$ cat config.mk
export PLATFORM = sky130hd
export DESIGN_NAME = seven_segment_scan_driver_flat
export DESIGN_NICKNAME = d
export VERILOG_FILES = /design/src/rtl/seven_segment_scan_driver_if.sv /design/src/rtl/seven_segment_scan_driver.sv /design/src/flat_wrapper.sv
export SDC_FILE = /design/constraint.sdc
export NUM_CORES = 1
export LEC_CHECK = 0
export BUFFER_PORTS_ARGS = -buffer_cell sky130_fd_sc_hd__clkbuf_2
export CAP_MARGIN = 40
export CORE_MARGIN = 5
export CORE_UTILIZATION = 40
export CTS_CLUSTER_SIZE = 14
export DETAILED_ROUTE_END_ITERATION = 16
export MAX_ROUTING_LAYER = met4
export SYNTH_ARGS = -nofsm -noshare
export SYNTH_HDL_FRONTEND = slang
export SYNTH_SLANG_ARGS = --single-unit
$ cat constraint.sdc
create_clock -name clock -period 3.8 [get_ports clock]
set_input_delay 0.19 -clock clock [delete_from_list [all_inputs] [get_ports clock]]
set_output_delay 0.19 -clock clock [all_outputs]
set_load 0.1 [all_outputs]
$ cat src/rtl/seven_segment_scan_driver_if.sv
// Bus between a value/MMIO source and the seven-segment scan driver.
// The master supplies the value to show and its controls; the slave
// (the scan driver) returns the pending flag and the pin-level outputs.
interface seven_segment_scan_driver_if #(
  parameter int NUM_DIGITS = 4
);
  logic [4*NUM_DIGITS-1:0] io_value;
  logic [NUM_DIGITS-1:0]   io_dp;
  logic                    io_load;
  logic                    io_enable;
  logic                    io_pending;
  logic [6:0]              io_segOut;
  logic                    io_dpOut;
  logic [NUM_DIGITS-1:0]   io_anode;

  modport master (
    output io_value, io_dp, io_load, io_enable,
    input  io_pending, io_segOut, io_dpOut, io_anode
  );

  modport slave (
    input  io_value, io_dp, io_load, io_enable,
    output io_pending, io_segOut, io_dpOut, io_anode
  );
endinterface

$ cat src/rtl/seven_segment_scan_driver.sv
// Time-multiplexed hex driver for a multi-digit seven-segment display.
// A prescaler sets how long each digit stays selected; digits are scanned
// round-robin. New values land in a shadow register and are only copied to
// the displayed (active) register at the end of a frame, so a single frame
// never shows a mix of old and new digits.
module seven_segment_scan_driver #(
  parameter int NUM_DIGITS     = 4,
  parameter int REFRESH_DIV    = 1000,
  parameter int ACTIVE_LOW_SEG = 0,
  parameter int ACTIVE_LOW_AN  = 0,
  parameter int LZ_BLANK       = 1
) (
  input logic clock,
  input logic reset,
  seven_segment_scan_driver_if.slave bus
);

  localparam int PRE_W = (REFRESH_DIV > 1) ? $clog2(REFRESH_DIV) : 1;
  localparam int IDX_W = (NUM_DIGITS > 1) ? $clog2(NUM_DIGITS) : 1;

  // XOR masks that turn a logical (active-high) pattern into pin polarity;
  // they are also the idle pin levels.
  localparam logic [6:0]            SEG_MASK = {7{ACTIVE_LOW_SEG != 0}};
  localparam logic                  DP_MASK  = (ACTIVE_LOW_SEG != 0);
  localparam logic [NUM_DIGITS-1:0] AN_MASK  = {NUM_DIGITS{ACTIVE_LOW_AN != 0}};

  logic [PRE_W-1:0]        prescaler;
  logic [IDX_W-1:0]        digitIdx;
  logic [4*NUM_DIGITS-1:0] shadowValue;
  logic [NUM_DIGITS-1:0]   shadowDp;
  logic [4*NUM_DIGITS-1:0] activeValue;
  logic [NUM_DIGITS-1:0]   activeDp;
  logic                    pendingReg;
  logic [6:0]              segReg;
  logic                    dpReg;
  logic [NUM_DIGITS-1:0]   anodeReg;

  logic                    prescalerWrap;
  logic                    lastDigit;
  logic                    frameEnd;
  logic [4*NUM_DIGITS-1:0] shiftedValue;
  logic                    blankDigit;
  logic [6:0]              segLogical;
  logic                    dpLogical;
  logic [NUM_DIGITS-1:0]   anodeLogical;

  // Hex nibble to {a,b,c,d,e,f,g} with a in bit 6; lowercase b and d so
  // they are distinguishable from 8 and 0.
  function automatic logic [6:0] decodeHex(input logic [3:0] nibble);
    case (nibble)
      4'h0:    decodeHex = 7'h7E;
      4'h1:    decodeHex = 7'h30;
      4'h2:    decodeHex = 7'h6D;
      4'h3:    decodeHex = 7'h79;
      4'h4:    decodeHex = 7'h33;
      4'h5:    decodeHex = 7'h5B;
      4'h6:    decodeHex = 7'h5F;
      4'h7:    decodeHex = 7'h70;
      4'h8:    decodeHex = 7'h7F;
      4'h9:    decodeHex = 7'h7B;
      4'hA:    decodeHex = 7'h77;
      4'hB:    decodeHex = 7'h1F;
      4'hC:    decodeHex = 7'h4E;
      4'hD:    decodeHex = 7'h3D;
      4'hE:    decodeHex = 7'h4F;
      default: decodeHex = 7'h47;
    endcase
  endfunction

  assign prescalerWrap = (prescaler == PRE_W'(REFRESH_DIV - 1));
  assign lastDigit     = (digitIdx == IDX_W'(NUM_DIGITS - 1));
  assign frameEnd      = prescalerWrap && lastDigit;

  // Work out what the currently scanned digit should show. Shifting the
  // active value down by the digit index puts that digit's nibble at the
  // bottom and leaves only the more significant nibbles above it, so an
  // all-zero result means this digit is a leading zero.
  always_comb begin
    shiftedValue = activeValue >> {digitIdx, 2'b00};
    blankDigit   = (LZ_BLANK != 0) && (digitIdx != '0) && (shiftedValue == '0);
    segLogical   = blankDigit ? 7'h00 : decodeHex(shiftedValue[3:0]);
    dpLogical    = activeDp[digitIdx];
    anodeLogical = '0;
    if (bus.io_enable && (prescaler != '0)) begin
      anodeLogical = NUM_DIGITS'(1) << digitIdx;
    end
  end

  // Scan timing: the prescaler paces each digit slot and the digit index
  // advances round-robin every time the prescaler wraps.
  always_ff @(posedge clock or posedge reset) begin
    if (reset) begin
      prescaler <= '0;
      digitIdx  <= '0;
    end else begin
      if (prescalerWrap) begin
        prescaler <= '0;
        digitIdx  <= lastDigit ? '0 : digitIdx + IDX_W'(1);
      end else begin
        prescaler <= prescaler + PRE_W'(1);
      end
    end
  end

  // Shadow capture and frame-end commit. A load on the frame-end cycle
  // still commits the previous shadow and keeps pending set for the value
  // that just arrived.
  always_ff @(posedge clock or posedge reset) begin
    if (reset) begin
      shadowValue <= '0;
      shadowDp    <= '0;
      activeValue <= '0;
      activeDp    <= '0;
      pendingReg  <= 1'b0;
    end else begin
      if (frameEnd && pendingReg) begin
        activeValue <= shadowValue;
        activeDp    <= shadowDp;
        pendingReg  <= 1'b0;
      end
      if (bus.io_load) begin
        shadowValue <= bus.io_value;
        shadowDp    <= bus.io_dp;
        pendingReg  <= 1'b1;
      end
    end
  end

  // Register the pin outputs with polarity applied so the pins never glitch.
  always_ff @(posedge clock or posedge reset) begin
    if (reset) begin
      segReg   <= SEG_MASK;
      dpReg    <= DP_MASK;
      anodeReg <= AN_MASK;
    end else begin
      segReg   <= segLogical ^ SEG_MASK;
      dpReg    <= dpLogical ^ DP_MASK;
      anodeReg <= anodeLogical ^ AN_MASK;
    end
  end

  assign bus.io_pending = pendingReg;
  assign bus.io_segOut  = segReg;
  assign bus.io_dpOut   = dpReg;
  assign bus.io_anode   = anodeReg;

endmodule

$ cat src/flat_wrapper.sv
// flat-port wrapper written by rule: the top's interface ports become plain ports
module seven_segment_scan_driver_flat 
#(
  parameter int NUM_DIGITS     = 4,
  parameter int REFRESH_DIV    = 1000,
  parameter int ACTIVE_LOW_SEG = 0,
  parameter int ACTIVE_LOW_AN  = 0,
  parameter int LZ_BLANK       = 1
)
  (clock, reset, bus_io_value, bus_io_dp, bus_io_load, bus_io_enable, bus_io_pending, bus_io_segOut, bus_io_dpOut, bus_io_anode);
  seven_segment_scan_driver_if #(.NUM_DIGITS(NUM_DIGITS)) bus_i ();
  input logic clock;
  input logic reset;
  input wire logic [$bits(bus_i.io_value)-1:0] bus_io_value;
  input wire logic [$bits(bus_i.io_dp)-1:0] bus_io_dp;
  input wire logic [$bits(bus_i.io_load)-1:0] bus_io_load;
  input wire logic [$bits(bus_i.io_enable)-1:0] bus_io_enable;
  output wire logic [$bits(bus_i.io_pending)-1:0] bus_io_pending;
  output wire logic [$bits(bus_i.io_segOut)-1:0] bus_io_segOut;
  output wire logic [$bits(bus_i.io_dpOut)-1:0] bus_io_dpOut;
  output wire logic [$bits(bus_i.io_anode)-1:0] bus_io_anode;
  assign bus_i.io_value = bus_io_value;
  assign bus_i.io_dp = bus_io_dp;
  assign bus_i.io_load = bus_io_load;
  assign bus_i.io_enable = bus_io_enable;
  assign bus_io_pending = bus_i.io_pending;
  assign bus_io_segOut = bus_i.io_segOut;
  assign bus_io_dpOut = bus_i.io_dpOut;
  assign bus_io_anode = bus_i.io_anode;
  seven_segment_scan_driver #(.NUM_DIGITS(NUM_DIGITS), .REFRESH_DIV(REFRESH_DIV), .ACTIVE_LOW_SEG(ACTIVE_LOW_SEG), .ACTIVE_LOW_AN(ACTIVE_LOW_AN), .LZ_BLANK(LZ_BLANK)) u_core (.clock(clock), .reset(reset), .bus(bus_i));
endmodule
**After elaboration in Yosys (flattened, before gate mapping)**

Memory sizes are Yosys's and may differ from the RTL's.
Cells that the tools add are included.

- Register bits: 65
- Bits in read-only memories: 112
- Input bits: 24
- Output and inout bits: 13
- Word-level logic and storage cells: 34
- Memories kept: 1

- $add $sub $neg: 2
- $lt $le $gt $ge: 1
- Eq/ne operators: 2
- Shift operators: 2
- Mux-type cells: 8
- Reduce and logical (&&, ||, !) cells: 8

Memories:

| memory | depth | bits a word | rd ports | clocked after memory_dff | wr ports | line | source |
|---|---|---|---|---|---|---|---|
| (no name shown) | 16 | 7 | 1 | 0 | 0 | seven_segment_scan_driver.sv:50 | `case (nibble)` |

Operators by type and width:

| kind | count |
|---|---|
| $logic_not A16 Y1 | 1 |
| $shr A16 B4 Y16 | 1 |
| $add A10 B1 Y10 const B | 1 |
| $eq A10 B10 Y1 const B | 1 |
| $mux W10 | 1 |
| $reduce_bool A10 Y1 | 1 |
| $mux W7 | 1 |
| $logic_and A1 B1 Y1 | 4 |
| $mux W4 | 1 |
| $reduce_bool A2 Y1 | 2 |
| $shl A1 B2 Y4 const A | 1 |
| $lt A2 B3 Y1 const B | 1 |
| $mux W1 | 3 |
| $add A2 B1 Y2 const B | 1 |
| $bmux W1 S2 | 1 |
| $eq A2 B2 Y1 const B | 1 |
| $mux W2 | 1 |

**Longest topological paths before layout**

Gate-level depths: netlist (run 1).

- Depth in word-level cells: 5
- Depth in mapped cells: 8
- Gate-level depth less buffers: 7

**Least setup slack after synthesis (run 1)**

Ideal clock, no wire load.

- Path type: register -> register
- From: register u_core.digitIdx[0]
- To: register u_core.segReg[4] (netlist: u_core.bus.io_segOut[4])
- Library setup time: 151 ps
- Arrival: 2459 ps
- Data required time: 3649 ps
- Setup slack: 1190 ps
- Cell stages (with the launch flop): 9
- Buffers on the path: 1
- Path through: dfrtp_1 buf_6 mux4_1 inv_1 ha_1 inv_1 or4_1 a211oi_2 a221oi_1

- Longest elaborated chain between the ends: 4
- Elaborated cells on any way between the ends: 6
- Classes of those cells: shift (1); mux (1); reduce/logical (3); memory (1)

RTL lines:

| item | line | source |
|---|---|---|
| start, declared | seven_segment_scan_driver.sv:28 | `logic [IDX_W-1:0] digitIdx;` |
| start signal, assigned | seven_segment_scan_driver.sv:98 | `digitIdx <= lastDigit ? '0 : digitIdx + IDX_W'(1);` |
| branches (longest 3 deep; another with $mem_v2 Z16 W7) | - |  |
| $mux W7 (*) | seven_segment_scan_driver.sv:81 | `segLogical = blankDigit ? 7'h00 : decodeHex(shiftedValue[3:0]);` |
| via u_core.segLogical[4] | seven_segment_scan_driver.sv:43 | `logic [6:0] segLogical;` |
| end signal, assigned | seven_segment_scan_driver.sv:136 | `segReg <= segLogical ^ SEG_MASK;` |
| end, declared | seven_segment_scan_driver.sv:34 | `logic [6:0] segReg;` |

Mark *: on every way through the listed nets, which the timed path passes.
A chain may end at the register's enable or synchronous reset.

**Worst setup path after layout (run 1)**

Same ends and word-level chain as after synthesis.

==> flow_metrics.tcl, run 1 <==
set metrics [dict create \
    path_clk_slew_ns 0.07 \
    dr_total_vias 1915 \
    antenna_found_initial 0 \
    syn_nets 270 \
    slew_viol_final 0 \
    required_ns 3.98 \
    dr.pass1.iters 4 \
    cts_tree "yes" \
    nets 313 \
    first_global_vias 1997 \
    cts_resized 0 \
    grtUsageTotal_pct 12.8 \
    grt_max_degree 29 \
    syn_area_per_cell_um2 13.0 \
    cts.sinks 65 \
    slowest_delay_ns 0.71 \
    cts.path.max_buffers 2 \
    r2r_cells 7 \
    vias_per_cell 5.03 \
    yosys.area_share.simple_pct 9.14 \
    ff_latch_area_um2 1630 \
    initial_core_util_pct 41.6 \
    skew_ns 0.00947 \
    root_buffer "clkbuf_8" \
    synth_common_cells "dfrtp_1 (65), mux2_2 (28), mux2_1 (14)" \
    final_util_pct 48.4 \
    gr-total-overflow 0 \
    yosys_warnings 0 \
    crit_arrival_ns 3.12 \
    synth-xor-area-share_pct 2.30 \
    hold_path.class "in2reg" \
    fillers 687 \
    end_kind "register" \
    synth-compound-area-share_pct 5.82 \
    yosysMostFrequentCell "dfrtp_1" \
    place_congestion 0.810 \
    hp-start "bus_io_value[7]" \
    min_delay_path_depth 2 \
    syn-instance-count 234 \
    yosys.cell_types.count 43 \
    rows 31 \
    hold_viol_final 0 \
    ioPinCount 37 \
    fmax_mhz 339 \
    yosys.area.top_type "dfrtp_1" \
    multi_input_area_um2 1330 \
    synthMuxAreaShare_pct 21.5 \
    syn_area_um2 3050 \
    worstSkewPairLatency_ns 0.33 \
    drive_gt1_share_pct 31.2 \
    core_area_um2 7330 \
    cp_cell_sequence "mux4_1, inv_1, ha_1, inv_1, or4_1, a211oi_2, a221oi_1" \
    detail-route-antenna-nets 0 \
    post-route-period-util_pct 77.5 \
    htree_levels 3 \
    p_per_area_nw_per_um2 367 \
    critPathKind "reg2reg" \
    rsz0062_at_grt "no" \
    yosysSeqAreaShare_pct 53.3 \
    cap_violations 0 \
    cts_made_buffers 9 \
    diodes 0 \
    regToRegStartpoint "u_core.digitIdx[0]" \
    synth.top_cells.by_area "dfrtp_1 (53%), mux2_2 (10%), mux2_1 (5.2%)" \
    run_status "completed" \
    synth_edf_count 0 \
    critPathLaunch "u_core.digitIdx[0]" \
    dieHeight_um 97.3 \
    synth_top_area_share_pct 53.3 \
    ys_seq_elements 65 \
    finalCriticalPeriod_ns 2.95 \
    die_w_um 97.3 \
    drt-total-wl_um 5260 \
    port_buffers 36 \
    p_leak_nw 1.63 \
    cpMostUsedCell "inv_1" \
    ys_async_sr_fraction_pct 100 \
    tightest_slew_ns 0.557 \
    wl_per_cell_um 13.8 \
    slew_headroom_pct 62.9 \
    post_cts_buffers 0 \
    start_kind "register" \
    max-vdd-ir-drop_mv 0.255 \
    setup_violations 0 \
    grt_pass1_wl_um 9550 \
    cp_max_fo 10 \
    synthFlopType "dfrtp_1" \
    synth_top_family_by_area "multiplexers" \
    dieArea_um2 9480 \
    preCtsSetupSlack_ns 0.867 \
    synthToLayoutAreaGrowth_pct 16.2 \
    hpwl_um 3860 \
    finalSetupTns_ns 0 \
    drc 0 \
    synth-adder-area-share_pct 4.92 \
    setup_ws_ns 0.853 \
    cp_slowest_cell "mux4_1" \
    dr.first_iter.drc_count 75 \
]
[registers in the layout (all words and copies together), names as in the netlist]
signal	flops
u_core.bus.io_pending	1
u_core.bus.io_anode	4
u_core.shadowDp	4
u_core.prescaler	10
u_core.activeDp	4
u_core.digitIdx	2
u_core.activeValue	16
u_core.bus.io_segOut	7
u_core.shadowValue	16
u_core.bus.io_dpOut	1
[routing by layer]
layer  wire length, µm  global-route usage [%]  vias to the layer above
met5                 0                       -                        -
met4                76                    4.37                        0
met3               245                    4.88                       10
met2              2340                    18.6                       46
met1              2590                    16.4                      932
li1                  -                       -                      927
[power by group]
part | internal (mW) | total (mW) | switching [mW]
Clock | 0.272 | 0.515 | 0.243
Sequential | 0.714 | 0.725 | 0.0108
Combinational | 0.0323 | 0.0623 | 0.0300
[placed cells by master, fill, tap and decap left out, types with 4 or more instances in the layout]
master    synthesis  final
and2_1            5      5
a21oi_1           4      4
mux2i_1           6      6
clkbuf_8          0     11
inv_1            10      9
nor4_1            4      4
nand3_1           4      4
mux2_1           14     14
nand2_1           8      8
clkbuf_2          0     36
nor2_1           12     12
o21ai_0           8      8
dfrtp_1          65     65
mux2_2           28     28
xor2_1            5      5
ha_1             12     12
[cells by family after synthesis]
group | Yosys count
DFF | 65
muxes | 53
and+or+nand+nor | 51
AOI/OAI and AO/OA | 26
buffers and inverters | 19
adders and majority gates | 12
xor gates and xnor gates | 8
[metrics by stage]
stage	cell area, µm²	hold WS, ns	total power [mW]	cells
finish	3540	0.0874	1.30	381
global route	3540	0.0651	1.37	381
CTS	3540	0.0675	1.32	381
detailed placement	3360	0.202	0.802	364
global placement	3320	0.384	0.797	362
floorplan	3050	0.342	0.774	234
[repair_timing]
| action | in CTS | in global routing |
|---|---|---|
| hold buffers | 1 | 0 |
| setup endpoints to repair | 0 | 0 |
| endpoints found under the hold margin | 16 | 0 |
[layout make-up]
cell class / count / area share, %
clock inverters: 2 / 0.353
multi-input cells: 150 / 37.6
inverters: 10 / 1.06
well taps: 99 / 3.49
repair buffers: 41 / 6.99
clock buffers: 14 / 4.59
flip-flops and latches: 65 / 45.9
[final timing paths]
kind                                           end  slack [ns]
setup reg to reg           u_core.bus.io_segOut[4]        0.85
hold reg to reg              u_core.activeValue[6]        0.48
max in group asynchronous    u_core.shadowValue[6]        2.69
setup / recovery           u_core.bus.io_segOut[4]        0.85
hold / removal               u_core.shadowValue[7]        0.09
min in group asynchronous    u_core.bus.io_pending        0.39
[critical path: cells and delay by family (launching register included)]
kind                       cells  cell delay, ns
DFF                            1            0.58
muxes                          1            0.71
AOI/OAI and AO/OA              2            0.59
adders and majority gates      1            0.16
buffers and inverters          2            0.23
and+or+nand+nor                1            0.53
No activity file was read; power rests on OpenSTA's default activity.
==> run 2: changes to the inputs <==
==> constraint.sdc (replaced) <==
create_clock -name clock -period 2.6 [get_ports clock]
set_input_delay 0.13 -clock clock [delete_from_list [all_inputs] [get_ports clock]]
set_output_delay 0.13 -clock clock [all_outputs]
set_load 0.1 [all_outputs]
==> flow_metrics.tcl, run 2 (synthesized netlist as in run 1, its figures left out) <==
set metrics [dict create \
    seqPwrFrac_pct 50.1 \
    dieArea_um2 9480 \
    final_util_pct 51.5 \
    initial_core_util_pct 41.6 \
    grtUsageTotal_pct 13.4 \
    ioPinCount 37 \
    cts_made_buffers 9 \
    path_clk_slew_ns 0.07 \
    nets 335 \
    first_global_vias 2052 \
    drc 0 \
    power_frac_comb_pct 4.9 \
    end_kind "register" \
    swShare_pct 21.2 \
    drive_gt1_share_pct 31.9 \
    cts_tree "yes" \
    cts.sinks 65 \
    slew_viol_final 0 \
    hold_viol_final 0 \
    drt-total-wl_um 5530 \
    die_w_um 97.3 \
    cts.path.max_buffers 2 \
    postPlaceCellArea_um2 3390 \
    grt_max_degree 24 \
    rsz0062_at_grt "no" \
    finalCriticalPeriod_ns 2.40 \
    critPathKind "reg2reg" \
    final_area_um2 3770 \
    required_ns 2.81 \
    dr.first_iter.drc_count 27 \
    p_per_area_nw_per_um2 561 \
    synthToLayoutAreaGrowth_pct 23.6 \
    port_buffers 36 \
    pwr-share-clk_pct 45.0 \
    hold_path.class "in2reg" \
    slew_headroom_pct 63.6 \
    finalSetupTns_ns 0 \
    timing.hold.ws_ns 0.0186 \
    core_area_um2 7330 \
    final_common_cell "dfrtp_1" \
    wl_per_cell_um 13.7 \
    detail-route-antenna-nets 0 \
    diodes 0 \
    htree_levels 3 \
    setup_violations 0 \
    max-vdd-ir-drop_mv 0.394 \
    crit_arrival_ns 2.60 \
    place_congestion 0.809 \
    gr-total-overflow 0 \
    antenna_found_initial 0 \
    run_status "completed" \
    skew_ns 0.00592 \
    grt_pass1_wl_um 9950 \
    switchingPower_mw 0.449 \
    hpwl_um 3920 \
    fmax_mhz 417 \
    top_regs "u_core.activeValue x16, u_core.shadowValue x16, u_core.prescaler x10" \
    vias_per_cell 4.88 \
    p_leak_nw 1.74 \
    worstSkewPairLatency_ns 0.34 \
    start_kind "register" \
    post-route-period-util_pct 92.1 \
    cp_max_fo 7 \
    cts_resized 0 \
    root_buffer "clkbuf_8" \
    rows 31 \
    dr_total_vias 1966 \
    dr.pass1.iters 4 \
    tightest_slew_ns 0.548 \
    cellInternalPower_mw 1.67 \
    cap_violations 0 \
    power_mw 2.11 \
    final_cell_mix "dfrtp_1 (65), clkbuf_2 (36), mux2_2 (28)" \
    dieHeight_um 97.3 \
]
run 2: cell count changes in the layout (fill, tap and decap cells not counted), sizes merged:
cell / before / now
bufinv: 0 / 2
buf: 4 / 11
clkinv: 1 / 3
dlygate4sd3: 1 / 16
clkbuf: 50 / 47
clkinvlp: 1 / 0
run 2: through the flow:
step	worst slack, ns	instances
4_1_cts	0.131	403
3_5_place_dp	0.124	371
6_report	0.205	403
3_3_place_gp	0.180	371
2_1_floorplan	0.0183	234
5_1_grt	0.0507	403
run 2: layer usage:
layer,up-vias,share of wire [%],GRT usage [%]
li1,970,-,-
met1,957,49,16.8
met4,0,0.87,5.75
met2,34,45,19.6
met3,5,4.9,4.81
met5,-,0,-
run 2: area by class of cell:
type | instances | area, µm²
multi-input combinational | 150 | 1340
fill | 656 | 3560
clock inverter | 5 | 78.8
inverter | 10 | 37.5
sequential | 65 | 1630
tap | 99 | 124
clock buffer | 11 | 141
timing repair buffer | 63 | 423
run 2: worst max-delay path, cell delays in order, from the launching register on:
cell and delay (ns):
dfrtp_1 0.39, mux4_1 0.60, inv_1 0.10, ha_1 0.14
inv_1 0.05, or4_1 0.57, a211oi_4 0.34, a221oi_1 0.09
run 2: worst paths after layout:
check	from	depth (start not counted)	endpoint	slack, ns
min in group asynchronous	reset	3	u_core.bus.io_pending	0.33
setup / recovery	u_core.digitIdx[0]	7	u_core.bus.io_segOut[4]	0.20
setup reg to reg	u_core.digitIdx[0]	7	u_core.bus.io_segOut[4]	0.20
hold reg to reg	u_core.shadowValue[5]	1	u_core.activeValue[5]	0.48
max in group asynchronous	reset	4	u_core.shadowValue[1]	1.60
hold / removal	bus_io_value[4]	2	u_core.shadowValue[4]	0.02
run 2: power by group through the flow:
| stage | sequential (mW) | combinational (mW) | clock (mW) |
|---|---|---|---|
| 2_1_floorplan | 1.08 | 0.0536 | 0 |
| 3_3_place_gp | 1.08 | 0.0875 | 0 |
| 3_5_place_dp | 1.08 | 0.0894 | 0 |
| 4_1_cts | 1.06 | 0.108 | 0.987 |
| 5_1_grt | 1.06 | 0.118 | 1.04 |
| 6_report | 1.06 | 0.105 | 0.951 |
run 2: what timing repair did:
item,in CTS,in global routing
setup buffers,0,0
hold buffers,16,0
setup endpoints to repair,0,1
hold endpoints to repair,36,0
==> run 3: changes to the inputs <==
--- a/config.mk
+++ b/config.mk
@@ -7,7 +7,8 @@
 export LEC_CHECK = 0
 export BUFFER_PORTS_ARGS = -buffer_cell sky130_fd_sc_hd__clkbuf_2
 export CAP_MARGIN = 40
-export CORE_MARGIN = 5
+export CORE_ASPECT_RATIO = 0.9
+export CORE_MARGIN = 2
 export CORE_UTILIZATION = 40
 export CTS_CLUSTER_SIZE = 14
 export DETAILED_ROUTE_END_ITERATION = 16
==> flow_metrics.tcl, run 3 (synthesized netlist as in run 1, its figures left out) <==
set metrics [dict create \
    rows 30 \
    drc 0 \
    cp_top_family "multiplexers" \
    finalSetupTns_ns 0 \
    reg2reg_slack_ns 0.23 \
    hp-start "bus_io_value[8]" \
    cts.sinks 65 \
    run_status "completed" \
    start_kind "register" \
    antenna_found_initial 0 \
    cts_tree "yes" \
    wl_per_cell_um 14.0 \
    grt_pass1_wl_um 9620 \
    grtUsageTotal_pct 15.6 \
    met1_usage_pct 21.3 \
    end_kind "register" \
    diodes 0 \
    dieHeight_um 86.9 \
    final_common_cell "dfrtp_1" \
    die_w_um 96.1 \
    setup_violations 0 \
    detail-route-antenna-nets 0 \
    grt_max_degree 31 \
    regToRegStartpoint "u_core.digitIdx[0]" \
    swShare_pct 24.2 \
    grt_busiest_layer "met2" \
    core_area_um2 7470 \
    path_clk_slew_ns 0.08 \
    port_buffers 36 \
    pwr-share-clk_pct 43.5 \
    r2r_cells 8 \
    setup_ws_ns 0.233 \
    crit_arrival_ns 2.57 \
    post-route-period-util_pct 91.0 \
    hold_path.class "in2reg" \
    postPlaceCellArea_um2 3410 \
    nets 335 \
    slowest_delay_ns 0.59 \
    dr.pass1.iters 4 \
    cp_max_fo 4 \
    hold_viol_final 0 \
    synthToLayoutAreaGrowth_pct 23.2 \
    seqPwrFrac_pct 51.3 \
    rsz0062_at_grt "no" \
    required_ns 2.80 \
    cp_cell_sequence "mux4_1, inv_1, ha_1, inv_1, or4_1, a211oi_4, buf_4, a221oi_1" \
    final_util_pct 50.4 \
    gr-total-overflow 0 \
    tightest_slew_ns 0.541 \
    final_cell_mix "dfrtp_1 (65), clkbuf_2 (36), mux2_2 (28)" \
    preCtsSetupSlack_ns 0.131 \
    grt_util_met2_pct 22.5 \
    reg2reg_to "u_core.bus.io_segOut[4]" \
    p_per_area_nw_per_um2 548 \
    worstSkewPairLatency_ns 0.34 \
    cts_made_buffers 9 \
    vias_per_cell 5.01 \
    fmax_mhz 422 \
    cp_slowest_cell "mux4_1" \
    cellInternalPower_mw 1.56 \
    cap_violations 0 \
    slew_headroom_pct 64.1 \
    cpMostUsedCell "inv_1" \
    drt-total-wl_um 5600 \
    path_buf_inv 3 \
    place_congestion 0.782 \
    first_global_vias 1938 \
    top_regs "u_core.activeValue x16, u_core.shadowValue x16, u_core.prescaler x10" \
    p_leak_nw 1.73 \
    dieArea_um2 8340 \
    ioPinCount 37 \
    max-vdd-ir-drop_mv 0.384 \
    htree_levels 3 \
    drive_gt1_share_pct 33.2 \
    critPathKind "reg2reg" \
    power_mw 2.06 \
    root_buffer "clkbuf_8" \
    power_frac_comb_pct 5.1 \
    hpwl_um 3970 \
    cts.path.max_buffers 2 \
    use_met3_pct 5.45 \
    switchingPower_mw 0.499 \
    min_to "u_core.shadowValue[8]" \
    dr_total_vias 2004 \
    slew_viol_final 0 \
    skew_ns 0.0147 \
    finalCriticalPeriod_ns 2.37 \
    dr.first_iter.drc_count 33 \
    final_area_um2 3760 \
    initial_core_util_pct 40.9 \
    min_delay_path_depth 2 \
]
-- run 3: cell count changes in the layout (fill, tap and decap cells not counted) --
cell | before | now
dlygate4sd3_1 | 16 | 13
clkbuf_8 | 10 | 9
clkbuf_1 | 1 | 0
bufinv_16 | 2 | 1
clkinv_2 | 2 | 0
clkinvlp_4 | 0 | 1
inv_6 | 0 | 3
buf_12 | 0 | 1
buf_4 | 11 | 13
inv_8 | 0 | 1
-- run 3: worst max-delay path by stage --
stage	from	endpoint	cells after the start
floorplan	u_core.digitIdx[0]	u_core.bus.io_segOut[4]	8
global placement	u_core.digitIdx[0]	u_core.bus.io_segOut[4]	7
detailed placement	u_core.digitIdx[0]	u_core.bus.io_segOut[4]	7
CTS	u_core.digitIdx[0]	u_core.bus.io_segOut[4]	7
global route	u_core.digitIdx[0]	u_core.bus.io_segOut[2]	8
finish	u_core.digitIdx[0]	u_core.bus.io_segOut[4]	8
-- run 3: metal layers --
metal / vias to the layer above / wire length [µm]
li1: 971 / -
met2: 38 / 2550
met3: 8 / 253
met5: - / 0
met1: 987 / 2750
met4: 0 / 53
-- run 3: final cells by class --
class / instances / area (µm²)
Tap cell: 96 / 120
Multi-Input combinational cell: 150 / 1340
Clock inverter: 7 / 83.8
Fill cell: 666 / 3710
Timing Repair Buffer: 63 / 428
Clock buffer: 9 / 124
Inverter: 10 / 37.5
Sequential cell: 65 / 1630
-- run 3: power groups by stage --
| stage | clock network [mW] | logic, mW | registers, mW |
|---|---|---|---|
| after global placement | 0 | 0.0882 | 1.08 |
| final | 0.897 | 0.106 | 1.06 |
| after detailed placement | 0 | 0.0939 | 1.08 |
| after global routing | 0.977 | 0.117 | 1.06 |
| after floorplan | 0 | 0.0536 | 1.08 |
| after CTS | 0.924 | 0.109 | 1.06 |
-- run 3: repair_timing --
action	4_1_cts	5_1_grt
resized for setup	0	0
hold endpoints to repair	25	0
hold buffers	13	0
setup endpoints to repair	0	7
buffers inserted	0	2
-- run 3: per-stage QoR --
stage | hold WS [ns] | instances
floorplan | 0.282 | 234
global placement | 0.361 | 368
detailed placement | 0.101 | 369
CTS | 0.00234 | 398
global route | 0.00846 | 400
finish | 0.0202 | 400
